$ cat src/rtl/msx_port_pkg.sv
// Shared types and constants for the MSX pointer port block.
package msx_port_pkg;

    typedef enum logic [1:0] {
        PM_JOY     = 2'b00,
        PM_MOUSE   = 2'b01,
        PM_AUTO    = 2'b10,
        PM_JOY_ALT = 2'b11
    } port_mode_t;

    typedef enum logic [1:0] {
        NIB_XH = 2'd0,
        NIB_XL = 2'd1,
        NIB_YH = 2'd2,
        NIB_YL = 2'd3
    } nib_state_t;

    localparam int SAT_MAX = 127;
    localparam int SAT_MIN = -128;

endpackage

$ cat src/rtl/msx_mouse_nibbler.sv
// MSX mouse nibble sequencer for one joystick port: strobe edge detection,
// X/Y motion accumulators with read snapshot, and sequence timeout.
// MSX_MOUSE_ACCUM_EN: when defined, host deltas are summed with saturation;
// otherwise each host update overwrites the stored motion.
module msx_mouse_nibbler
    import msx_port_pkg::*;
#(
    parameter int TIMEOUT  = 100000,
    parameter int MOTION_W = 9
) (
    input  logic                       clk_sys,
    input  logic                       reset_n,
    input  logic                       active,
    input  logic                       strobe_in,
    input  logic                       mouse_strobe,
    input  logic signed [MOTION_W-1:0] mouse_x,
    input  logic signed [MOTION_W-1:0] mouse_y,
    output logic [3:0]                 nib_p1,
    output logic                       vld_p1
);

    localparam int TO_W = $clog2(TIMEOUT + 1);

    function automatic logic signed [7:0] sat_delta(input logic signed [MOTION_W:0] v);
        logic signed [MOTION_W:0] hi;
        logic signed [MOTION_W:0] lo;
        hi = (MOTION_W + 1)'(SAT_MAX);
        lo = (MOTION_W + 1)'(SAT_MIN);
        if (v > hi) return 8'(SAT_MAX);
        if (v < lo) return 8'(SAT_MIN);
        return v[7:0];
    endfunction

`ifdef MSX_MOUSE_ACCUM_EN
    function automatic logic signed [7:0] sat_add(input logic signed [7:0] a,
                                                  input logic signed [7:0] b);
        logic signed [8:0] s;
        s = {a[7], a} + {b[7], b};
        if (s > 9'(SAT_MAX)) return 8'(SAT_MAX);
        if (s < 9'(SAT_MIN)) return 8'(SAT_MIN);
        return s[7:0];
    endfunction
`endif

    nib_state_t               state_p1, state_nx;
    logic                     strobe_p0;
    logic                     edge_p0;
    logic [TO_W-1:0]          to_cnt;
    logic signed [MOTION_W:0] x_neg_p0, y_ext_p0;
    logic signed [7:0]        dx_p0, dy_p0;
    logic signed [7:0]        acc_x, acc_y, acc_x_nx, acc_y_nx;
    logic signed [7:0]        snap_x, snap_y;
    logic                     yl_clear;

    // X is mirrored on the MSX side, so it is negated in one extra bit first
    assign x_neg_p0 = -{mouse_x[MOTION_W-1], mouse_x};
    assign y_ext_p0 = {mouse_y[MOTION_W-1], mouse_y};
    assign dx_p0    = sat_delta(x_neg_p0);
    assign dy_p0    = sat_delta(y_ext_p0);
    assign edge_p0  = strobe_in ^ strobe_p0;
    assign yl_clear = edge_p0 && (state_p1 == NIB_YL);

    // Next nibble state: advance on each strobe edge, fall back to XH on timeout
    always_comb begin
        state_nx = state_p1;
        if (!active) begin
            state_nx = NIB_XH;
        end else if (edge_p0) begin
            case (state_p1)
                NIB_XH:  state_nx = NIB_XL;
                NIB_XL:  state_nx = NIB_YH;
                NIB_YH:  state_nx = NIB_YL;
                default: state_nx = NIB_XH;
            endcase
        end else if (to_cnt == TO_W'(1)) begin
            state_nx = NIB_XH;
        end
    end

    // Next accumulator value: a finished frame clears before the new delta lands
    always_comb begin
        acc_x_nx = yl_clear ? 8'sd0 : acc_x;
        acc_y_nx = yl_clear ? 8'sd0 : acc_y;
        if (mouse_strobe) begin
`ifdef MSX_MOUSE_ACCUM_EN
            acc_x_nx = sat_add(acc_x_nx, dx_p0);
            acc_y_nx = sat_add(acc_y_nx, dy_p0);
`else
            acc_x_nx = dx_p0;
            acc_y_nx = dy_p0;
`endif
        end
    end

    // Sequencer state register
    always_ff @(posedge clk_sys or negedge reset_n) begin
        if (!reset_n) state_p1 <= NIB_XH;
        else          state_p1 <= state_nx;
    end

    // Edge register, timeout, accumulators and snapshot
    always_ff @(posedge clk_sys or negedge reset_n) begin
        if (!reset_n) begin
            strobe_p0 <= 1'b0;
            to_cnt    <= '0;
            acc_x     <= '0;
            acc_y     <= '0;
            snap_x    <= '0;
            snap_y    <= '0;
            vld_p1    <= 1'b0;
        end else begin
            strobe_p0 <= strobe_in;
            if (!active) begin
                to_cnt <= '0;
                acc_x  <= '0;
                acc_y  <= '0;
                snap_x <= '0;
                snap_y <= '0;
                vld_p1 <= 1'b0;
            end else begin
                if (edge_p0)             to_cnt <= TO_W'(TIMEOUT);
                else if (to_cnt != '0)   to_cnt <= to_cnt - TO_W'(1);
                if (edge_p0)             vld_p1 <= 1'b1;
                if (edge_p0 && state_p1 == NIB_XH) begin
                    snap_x <= acc_x;
                    snap_y <= acc_y;
                end
                acc_x <= acc_x_nx;
                acc_y <= acc_y_nx;
            end
        end
    end

    // Nibble presented on each edge; XH reads live data, the rest the snapshot
    always_ff @(posedge clk_sys) begin
        if (edge_p0) begin
            case (state_p1)
                NIB_XH:  nib_p1 <= acc_x[7:4];
                NIB_XL:  nib_p1 <= snap_x[3:0];
                NIB_YH:  nib_p1 <= snap_y[7:4];
                default: nib_p1 <= snap_y[3:0];
            endcase
        end
    end

endmodule

$ cat src/rtl/msx_pointer_port.sv
// MSX joystick-port front end: per-port joystick pass-through or mouse
// nibble protocol, with host mouse data routed to the port on mouse_sel.
// MSX_MOUSE_ACCUM_EN selects accumulating versus overwriting motion storage.
module msx_pointer_port
    import msx_port_pkg::*;
#(
    parameter int NPORTS   = 2,
    parameter int TIMEOUT  = 100000,
    parameter int MOTION_W = 9,
    localparam int SEL_W   = (NPORTS > 1) ? $clog2(NPORTS) : 1
) (
    input  logic                       clk_sys,
    input  logic                       reset_n,
    input  logic [NPORTS*6-1:0]        joy_in,
    input  logic [NPORTS-1:0]          strobe_in,
    input  logic [NPORTS*2-1:0]        mode,
    input  logic [SEL_W-1:0]           mouse_sel,
    input  logic                       mouse_strobe,
    input  logic signed [MOTION_W-1:0] mouse_x,
    input  logic signed [MOTION_W-1:0] mouse_y,
    input  logic [1:0]                 mouse_btn,
    output logic [NPORTS*6-1:0]        port_out,
    output logic [NPORTS-1:0]          mouse_active
);

    for (genvar i = 0; i < NPORTS; i++) begin : g_port
        port_mode_t pm;
        logic       sel;
        logic       act_p1;
        logic       vld_p1;
        logic [3:0] nib_p1;
        logic [5:0] joy_w;
        logic [5:0] port_p2;

        assign pm    = port_mode_t'(mode[2*i +: 2]);
        assign sel   = (mouse_sel == SEL_W'(i));
        assign joy_w = joy_in[6*i +: 6];

        // Mouse ownership: forced in mouse mode, host-claimed in auto mode
        // until the joystick pulls any line low (release beats claim)
        always_ff @(posedge clk_sys or negedge reset_n) begin
            if (!reset_n) begin
                act_p1 <= 1'b0;
            end else if (!sel) begin
                act_p1 <= 1'b0;
            end else begin
                case (pm)
                    PM_MOUSE: act_p1 <= 1'b1;
                    PM_AUTO: begin
                        if (!(&joy_w))     act_p1 <= 1'b0;
                        else if (mouse_strobe) act_p1 <= 1'b1;
                    end
                    default:  act_p1 <= 1'b0;
                endcase
            end
        end

        msx_mouse_nibbler #(
            .TIMEOUT  (TIMEOUT),
            .MOTION_W (MOTION_W)
        ) u_nibbler (
            .clk_sys      (clk_sys),
            .reset_n      (reset_n),
            .active       (act_p1),
            .strobe_in    (strobe_in[i]),
            .mouse_strobe (mouse_strobe & sel),
            .mouse_x      (mouse_x),
            .mouse_y      (mouse_y),
            .nib_p1       (nib_p1),
            .vld_p1       (vld_p1)
        );

        // Output register: mouse buttons and nibble, or joystick gated by strobe
        always_ff @(posedge clk_sys or negedge reset_n) begin
            if (!reset_n)    port_p2 <= '1;
            else if (act_p1) port_p2 <= {~mouse_btn, vld_p1 ? nib_p1 : 4'hF};
            else             port_p2 <= joy_w | {6{strobe_in[i]}};
        end

        assign port_out[6*i +: 6] = port_p2;
        assign mouse_active[i]    = act_p1;
    end

endmodule

$ cat config.mk
export PLATFORM = sky130hd
export DESIGN_NAME = msx_pointer_port
export DESIGN_NICKNAME = d
export VERILOG_FILES = /design/src/rtl/msx_port_pkg.sv /design/src/rtl/msx_mouse_nibbler.sv /design/src/rtl/msx_pointer_port.sv
export SDC_FILE = /design/constraint.sdc
export NUM_CORES = 1
export LEC_CHECK = 0
export ABC_AREA = 0
export CELL_PAD_IN_SITES_DETAIL_PLACEMENT = 1
export CELL_PAD_IN_SITES_GLOBAL_PLACEMENT = 1
export CORE_MARGIN = 2
export CORE_UTILIZATION = 40
export DETAILED_ROUTE_END_ITERATION = 6
export PLACE_DENSITY = 0.81
export SLEW_MARGIN = 20
export SYNTH_ARGS = -nofsm -noshare
export SYNTH_HDL_FRONTEND = slang
export SYNTH_SLANG_ARGS = --single-unit
export TNS_END_PERCENT = 20
$ cat constraint.sdc
create_clock -name clk_sys -period 2.45 [get_ports clk_sys]
set_input_delay 0.6125 -clock clk_sys [delete_from_list [all_inputs] [get_ports clk_sys]]
set_output_delay 0.6125 -clock clk_sys [all_outputs]
set_load 0.03 [all_outputs]
==> run metrics, run 1 <==
Min Hold Slack=150 ps; die area=~16000 um^2; Post-Layout Cell Count=881; Clk Latency, worst-skew pair=roughly 430 ps; Overall Global Routing Usage=22.2%; placed cell areas=6950 um^2; fin crit share=~90%; fillers=1597; Worst IR Drop VDD=0.498 mV; max cap viols=0; crit path DAT=roughly 2600 ps; Tot Pwr=5.21 mW; HPWL after detailed placement=11500 um; Post-synth top cells=dfrtp_1, nand2_1, nor2_1, a21boi_0, clkbuf_1; Area Overhead vs Synth=24.9%; EDFF count, synth=8; Clock transition at path regs=60 ps; H-tree depth=4; WS Path Type=in2reg; CTS Buf Count=17; largest net degree at the start of global routing=42; most frequent cell after synthesis=dfrtp_1; Final Hold Viols=0; Starting Density=41.2%; CTS tree=yes; number of port buffers=55; Die Wd=127 um; CP Data Required Time=2760 ps; power per cell area=about 690 nW/um^2; predominant post-synthesis flop cell=dfrtp_1; post-route ant nets=0; worst hold path class=in2async; post-DR wirelength/cell=~19 um; Bufs on Longest Clock Path=2; Cell Area, Synth=6040 um^2; Die Y=127 um; drt total wl=16600 um; Cells after Synth=611; I/O pin count=56; FF/Latch Area=roughly 3100 um^2; Core ar.=14600 um^2; CP Launch Type=input pin; final max-slew violation count=0; DR iter-0 viols=238; Max FO, Critical Path=4; sequential share of the synthesized area=50.6%; Post-Syn Nets=670; Syn Area/Cell=9.88 um^2; row count=44; Setup Skew=8.98 ps; count of different cell masters after synthesis=53; Seq cells post-synth=120; final worst slack=180 ps; DRC Markers=0; post-CTS setup buffers=0; vias in the first global route=5405; area of the multi-input gates=2740 um^2; GR Overflow Total=0; Post-CTS Hold Fix Bufs=0; critical path capture point type=flip-flop; cell taking the most area after synthesis=dfrtp_1; initial antenna violation count=0; cell area after layout=7540 um^2; First-pass DRT Iterations=4; first-pass GRT wire length=~28000 um; Final nets=743; Worst Tran Pin Value=627 ps; ANT cells=0; share of the synthesized area in the top cell type=between 40% and 50%; RSZ-0062 raised after global routing=no; GP Congestion=0.835; placed insts=approximately 850; leakage=3.17 nW; Fmax=440 MHz; outcome=completed; DP Worst Slack=-307 ps; final setup violating endpoints=0; Post-synth ARST share=93.3%; largest cells by area after synthesis=dfrtp_1, dfstp_2, nand2_1, a21boi_0, edfxtp_1; via count=4966; Worst slew margin=between 50% and 60%; Min Clock Period, post-route=2270 ps; Num Clock Sinks=between 100 and 150; vias per inst=5.64; Root Driver=clkbuf_16; share of cells above drive strength 1=a little over an eighth; YS warnings=0
==> worst max-delay path, stage by stage <==
cell and delay [ps]:
clkdlybuf4s50_1 410, inv_1 60, ha_1 180, or4b_2 660, and2_1 190, o21ai_0 140, a21oi_1 110, a22o_1 200
==> power breakdown <==
part	internal, mW	switching (mW)
Combinational	0.272	0.386
Sequential	2.05	0.0257
Clock	1.47	1.00
==> worst paths after layout <==
kind / startpoint / endpoint / slack [ps] / cells past startpoint
min: reset_n / g_port[0].u_nibbler.snap_x[2]$_DFFE_PN0P_ / 150 / 1
max: mouse_x[0] / g_port[0].u_nibbler.acc_x[4]$_DFFE_PN0P_ / 180 / 8
min in group clk_sys: g_port[1].u_nibbler.vld_p1$_DFFE_PN0P_ / g_port[1].port_p2[3]$_DFF_PN1_ / 470 / 1
max reg2reg: g_port[1].u_nibbler.to_cnt[13]$_DFFE_PN0P_ / g_port[1].u_nibbler.to_cnt[10]$_DFFE_PN0P_ / 240 / 4
min reg2reg: g_port[1].u_nibbler.vld_p1$_DFFE_PN0P_ / g_port[1].port_p2[3]$_DFF_PN1_ / 470 / 1
max in group asynchronous: reset_n / g_port[1].port_p2[2]$_DFF_PN1_ / 1670 / 2
==> cell families (layout without fill, tap and decap cells) <==
family          Yosys count  count (layout)  share of synthesized area [%]
flops                   120             120                           50.6
simple gates            212             212                           16.9
buf+inv                  64             150                           4.16
fa+ha+maj                17              17                           3.52
xor+xnor                 26              26                           3.77
compound gates          163             163                           19.5
mux                       9               9                           1.49
==> metrics by stage <==
step                      TNS [ps]  utilization (%)
after floorplan                  0                -
after global placement       -1470             47.5
after detailed placement     -2590             47.5
after CTS                        0             51.5
after global routing             0             51.5
final                            0             51.5
==> cells in the final DEF (no fill, tap or decap), drive strengths merged, types with 3 or more instances in the layout <==
cell / count
nand4: 6
nand2: 82
a22o: 26
xor2: 11
edfxtp: 8
nor3b: 4
o21ai: 19
nor2: 49
clkbuf: 18
or2: 7
o31ai: 5
or3: 11
clkinv: 5
o21a: 6
ha: 17
nor4: 5
dfstp: 12
a31oi: 3
o22a: 6
a211oi: 5
inv: 36
a222oi: 8
nor3: 15
or4: 5
o211ai: 4
a32oi: 5
a2111oi: 4
nand3b: 3
o31a: 3
clkdlybuf4s50: 54
and2: 3
dfrtp: 100
nand3: 10
buf: 34
xnor2: 15
mux2i: 9
a21boi: 34
a21oi: 29
==> repair_timing <==
action,in CTS,in global routing
resized for setup,0,1
endpoints found under the hold margin,0,0
setup endpoints to repair,0,4
==> routing by layer <==
| metal | GRT usage [%] | vias up | routed length (um) |
|---|---|---|---|
| li1 | - | 2335 | - |
| met2 | 37.8 | 102 | 8430 |
| met5 | 0 | - | 0 |
| met1 | 27.7 | 2508 | 7290 |
| met4 | 7.89 | 0 | 294 |
| met3 | 5.06 | 21 | 586 |
==> flip-flops by register name (all words and copies together) (netlist names) <==
name	cells
g_port.act_p1	2
g_port.u_nibbler.strobe_p0	2
g_port.u_nibbler.vld_p1	2
g_port.u_nibbler.to_cnt	34
g_port.u_nibbler.nib_p1	8
g_port.u_nibbler.acc_y	16
g_port.u_nibbler.snap_x	8
g_port.u_nibbler.acc_x	16
g_port.u_nibbler.snap_y	16
g_port.port_p2	12
g_port.u_nibbler.state_p1	4
==> area by class of cell <==
class,count,area share [%]
repair buffers,88,10.9
clock buffers,18,5.97
multi-input cells,427,36.3
clock inverters,14,1.78
well taps,184,3.05
flip-flops and latches,120,40.5
inverters,30,1.49
Note: power is estimated with default switching activity, not from simulation.
==> inputs of run 2 (changes only) <==
--- a/config.mk
+++ b/config.mk
@@ -8,3 +8,3 @@
 export ABC_AREA = 0
-export CELL_PAD_IN_SITES_DETAIL_PLACEMENT = 1
+export CELL_PAD_IN_SITES_DETAIL_PLACEMENT = 0
 export CELL_PAD_IN_SITES_GLOBAL_PLACEMENT = 1
--- a/constraint.sdc
+++ b/constraint.sdc
@@ -3,2 +3,2 @@
 set_output_delay 0.6125 -clock clk_sys [all_outputs]
-set_load 0.03 [all_outputs]
+set_load 0.02 [all_outputs]
==> run 2 against run 1 <==
Utilization shrank 0.10 points. Critical path type unchanged. Final cell count stayed put. Sequential share of layout area is 0.081 points higher. Largest cell class unchanged. Clock power fell by 4%. Critical endpoint unchanged. Combinational power decreased by 4.7%. Highest routed layer unchanged.
==> run metrics, run 2 (synthesis gave the netlist of run 1 again) <==
I/O pin count=56; Critical Path Slowest Stage Cell=or4b_2; vias per inst=5.47; slowest stage delay, CP=650 ps; max cap viols=0; post-CTS sizing=0; Starting Density=roughly two fifths; CP Data Required Time=2740 ps; Clk Latency, worst-skew pair=420 ps; share of cells above drive strength 1=12.9%; Min Hold Slack=166 ps; Root Driver=clkbuf_16; post-CTS setup buffers=0; number of port buffers=55; die area=16100 um^2; outcome=completed; Clock transition at path regs=50 ps; Comb power frac=12.3%; RSZ-0062 raised after global routing=no; internal cell power=3.79 mW; Die Y=between 100 and 150 um; drt total wl=14300 um; worst hold path class=in2async; GP Congestion=0.835; number of flip-flops under the largest register name=34; Area Overhead vs Synth=24.6%; Final nets=743; worst r2r src=g_port[1].u_nibbler.to_cnt[14]$_DFFE_PN0P_; Post-Layout Cell Count=881; initial antenna violation count=0; fillers=1327; DR iter-0 viols=slightly above 300; Reg with most FFs=g_port.u_nibbler.to_cnt; Setup Skew=10.4 ps; row count=44; Fmax=442 MHz; CP Cell Sequence=clkdlybuf4s50_1 > inv_1 > ha_1 > or4b_2 > and2_1 > o21ai_0 > a21oi_1 > a22o_1; critical path startpoint=mouse_x[0]; Final Hold Viols=0; post-DR wirelength/cell=16.3 um; crit path DAT=2550 ps; power per cell area=676 nW/um^2; ANT cells=0; CTS Buf Count=17; HPWL after detailed placement=10300 um; post-layout util=around half; Worst IR Drop VDD=0.493 mV; vias in the first global route=4805; share of total power in the clock network=46.9%; H-tree depth=4; placed insts=~850; Overall Global Routing Usage=18.7%; final setup violating endpoints=0; DRC Markers=0; commonest non-fill, non-tap cells in the layout=dfrtp_1, nand2_1, clkdlybuf4s50_1, nor2_1, a21boi_0; sw power=around 1.3 mW; commonest non-fill, non-tap cell in the layout=dfrtp_1; GR Overflow Total=0; setup TNS=0 ps; CP Launch Type=input pin; Reg power frac=40.8%; Post-CTS Hold Fix Bufs=0; fin crit share=92.3%; grt met1 use=24.6%; Max FO, Critical Path=4; CTS tree=yes; largest net degree at the start of global routing=42; Core ar.=14600 um^2; critical path capture point type=flip-flop; Switching Share=25.6%; post-route ant nets=0; Worst slew margin=55.6%; WS Path Type=in2reg; first-pass GRT wire length=23800 um; GRT busiest layer=met2; Worst Tran Pin Value=650 ps; grt met2 use=30.3%; Min Clock Period, post-route=2260 ps; final max-slew violation count=0; met3 Resource Use GR=4.39%; First-pass DRT Iterations=6; leakage=3.17 nW; Die Wd=127 um; via count=4821; Num Clock Sinks=120; Bufs on Longest Clock Path=2
run 2: cell types whose count changed in the layout (fill, tap and decap cells not counted), sizes merged:
cell | previous run | this run
inv | 36 | 32
clkbuf | 18 | 20
clkinvlp | 2 | 0
clkinv | 5 | 9
run 2: stage by stage:
step	power, mW	setup slack [ps]	cell area, um^2
4_1_cts	5.14	196	7530
2_1_floorplan	2.47	209	6040
3_3_place_gp	2.73	-214	6950
3_5_place_dp	2.74	-230	6950
5_1_grt	5.30	46.8	7530
6_report	5.09	190	7530
run 2: final cells by class:
type	instances	area (um^2)	share of cell area, %
Clock buffer	20	457	6.07
Timing Repair Buffer	88	821	10.9
Tap cell	184	230	3.06
Sequential cell	120	3060	40.6
Inverter	30	113	1.50
Multi-Input combinational cell	427	2730	36.3
Clock inverter	12	119	1.58
run 2: critical path, delay by kind of cell:
kind                     cells  cell delay, ps
buffers and inverters        2             480
AO/OA/AOI/OAI                3             450
AND/OR/NAND/NOR              2             840
adder cells (fa/ha/maj)      1             180
run 2: metal layers:
metal | vias to the layer above | share of wire, %
li1 | 2332 | -
met1 | 2362 | 47
met2 | 112 | 47
met3 | 15 | 4.4
met4 | 0 | 1.6
met5 | - | 0
run 2: path summary, 6_finish.rpt:
| path | end | cells past startpoint | slack (ps) |
|---|---|---|---|
| worst min-delay path | g_port[0].u_nibbler.snap_x[2]$_DFFE_PN0P_ | 1 | 170 |
| worst min register to register | g_port[0].port_p2[3]$_DFF_PN1_ | 1 | 460 |
| max in group asynchronous | g_port[1].port_p2[1]$_DFF_PN1_ | 2 | 1650 |
| worst max-delay path | g_port[0].u_nibbler.acc_x[4]$_DFFE_PN0P_ | 8 | 190 |
| min in group clk_sys | g_port[0].port_p2[3]$_DFF_PN1_ | 1 | 460 |
| worst max register to register | g_port[1].u_nibbler.to_cnt[10]$_DFFE_PN0P_ | 4 | 270 |
run 2: power groups by stage:
stage	registers [mW]	clock network, mW	logic, mW
2_1_floorplan	2.12	0	0.343
4_1_cts	2.08	2.43	0.633
3_3_place_gp	2.11	0	0.619
6_report	2.08	2.39	0.627
3_5_place_dp	2.11	0	0.629
5_1_grt	2.08	2.52	0.699
==> inputs of run 3 (changes only) <==
Settings changed: CORE_MARGIN 2 to default, GPL_ROUTABILITY_DRIVEN from default to 0, PLACE_DENSITY 0.81 to default, PLACE_DENSITY_LB_ADDON from default to 0.1.
==> run 3 against run 2 <==
The flow now finishes with violations (design-rule violations). Design area rose by 0.58%. Clock skew is 1.4 ps lower. Largest power group unchanged. Highest routed layer unchanged. Critical path type unchanged. Global-route usage increased by 1.2 points. Largest cell class unchanged. Total power rose by 0.74%. First-iteration DRC count is 7.7% higher. Combinational power rose by 2%. Register-to-register slack about the same.
==> run metrics, run 3 (synthesis gave the netlist of run 1 again) <==
failing checks=design-rule violations; first-pass GRT wire length=24400 um; Die Y=approximately 120 um; Worst Tran Pin Value=561 ps; die area=roughly 16000 um^2; Fmax=around 440 MHz; Final nets=approximately 750; stages on the worst setup path=8; DR iter-0 viols=approximately 330; Worst Path Buf+Inv=2; DRC Markers=10; power per cell area=a little under 700 nW/um^2; final max-slew violation count=0; I/O pin count=56; Clock transition at path regs=60 ps; post-CTS sizing=0; Min Clock Period, post-route=approximately 2200 ps; Worst Setup EP=g_port[0].u_nibbler.acc_x[4]$_DFFE_PN0P_; Core ar.=14600 um^2; worst hold path class=in2async; Overall Global Routing Usage=19.9%; number of flip-flops under the largest register name=34; RSZ-0062 raised after global routing=no; share of cells above drive strength 1=around 13%; CTS tree=yes; initial antenna violation count=0; CTS Buf Count=17; Root Driver=clkbuf_16; Worst slew margin=61.7%; Area Overhead vs Synth=25.4%; max cap viols=0; Starting Density=41.2%; final setup violating endpoints=0; Setup Skew=between 9 and 10 ps; post-route ant nets=0; Bufs on Longest Clock Path=2; Die Wd=125 um; CP Data Required Time=around 2800 ps; placed insts=852; critical path startpoint=mouse_x[1]; post-CTS setup buffers=0; outcome=finished, violations left; Post-Layout Cell Count=884; CP Cell Sequence=clkdlybuf4s50_1 > inv_1 > ha_1 > or4b_2 > and2_1 > o21ai_0 > a21oi_1 > a22o_1; Reg2Reg Depth=4; commonest non-fill, non-tap cells in the layout=dfrtp_1, nand2_1, clkdlybuf4s50_1, nor2_1; H-tree depth=4; CP Launch Type=input pin; Reg with most FFs=g_port.u_nibbler.to_cnt; leakage=roughly 3.2 nW; Final Hold Viols=0; post-DR wirelength/cell=16.5 um; worst reg2reg endpoint=g_port[1].u_nibbler.to_cnt[10]$_DFFE_PN0P_; vias per inst=5.44; crit path DAT=around 2600 ps; fin crit share=91.8%; Tot Pwr=5.13 mW; critical path's top delay family=simple AND/OR/NAND/NOR gates; drt total wl=14600 um; via count=4811; row count=44; GR Overflow Total=0; HPWL after detailed placement=10500 um; Max FO, Critical Path=4; Post-CTS Hold Fix Bufs=0; First-pass DRT Iterations=7; commonest non-fill, non-tap cell in the layout=dfrtp_1; number of port buffers=55; ANT cells=0; worst r2r src=g_port[1].u_nibbler.to_cnt[13]$_DFFE_PN0P_; FF-to-FF setup slack=260 ps; largest net degree at the start of global routing=53; vias in the first global route=~4800; Worst IR Drop VDD=between 0.4 and 0.5 mV; Num Clock Sinks=120; slowest stage delay, CP=approximately 660 ps; Clk Latency, worst-skew pair=between 400 and 500 ps; Critical Path Slowest Stage Cell=or4b_2; WS Path Type=in2reg; critical path capture point type=flip-flop
==> run 3: worst register-to-register path: cells and delay by family (launching register included) <==
kind | cells | cell delay (ps)
and+or+nand+nor | 4 | 1670
DFF | 1 | 410
==> run 3: where the power goes <==
| group | internal (mW) | switching, mW |
|---|---|---|
| clock | 1.48 | 0.929 |
| combinational | 0.277 | 0.363 |
| sequential | 2.05 | 0.0236 |
==> run 3: how the worst min path moves through the flow <==
stage | end | slack [ps] | startpoint
floorplan | g_port[0].act_p1$_DFFE_PN0P_ | 320 | reset_n
detailed placement | g_port[0].port_p2[3]$_DFF_PN1_ | 450 | g_port[0].u_nibbler.vld_p1$_DFFE_PN0P_
CTS | g_port[0].u_nibbler.to_cnt[11]$_DFFE_PN0P_ | 110 | reset_n
global placement | g_port[1].port_p2[2]$_DFF_PN1_ | 450 | g_port[1].u_nibbler.nib_p1[2]$_DFFE_PN_
global route | g_port[0].u_nibbler.to_cnt[11]$_DFFE_PN0P_ | 120 | reset_n
finish | g_port[0].u_nibbler.to_cnt[11]$_DFFE_PN0P_ | 100 | reset_n
==> run 3: metrics by stage <==
| stage | area [um^2] | TNS [ps] | worst slack (ps) | hold WS, ps | util [%] |
|---|---|---|---|---|---|
| after floorplan | 6040 | 0 | 209 | 317 | - |
| after global placement | 6990 | -1500 | -222 | 449 | 47.7 |
| after detailed placement | 6990 | -1990 | -227 | 453 | 47.7 |
| after CTS | 7570 | 0 | 212 | 107 | 51.7 |
| after global routing | 7570 | 0 | 59.9 | 121 | 51.7 |
| final | 7570 | 0 | 201 | 101 | 51.7 |
==> run 3: layer usage <==
metal	vias to the layer above	GRT usage, %	wire [um]
met5	-	0	0
met4	0	7.10	257
met3	18	5.15	602
met2	108	30.8	6670
met1	2347	27.0	7030
li1	2338	-	-
==> run 3: cell type report <==
class,instances,area [um^2]
repair buffers,91,856
fillers,1323,7070
clock inverters,12,118
flip-flops and latches,120,3060
clock buffers,20,467
inverters,30,113
well taps,184,230
multi-input cells,427,2730
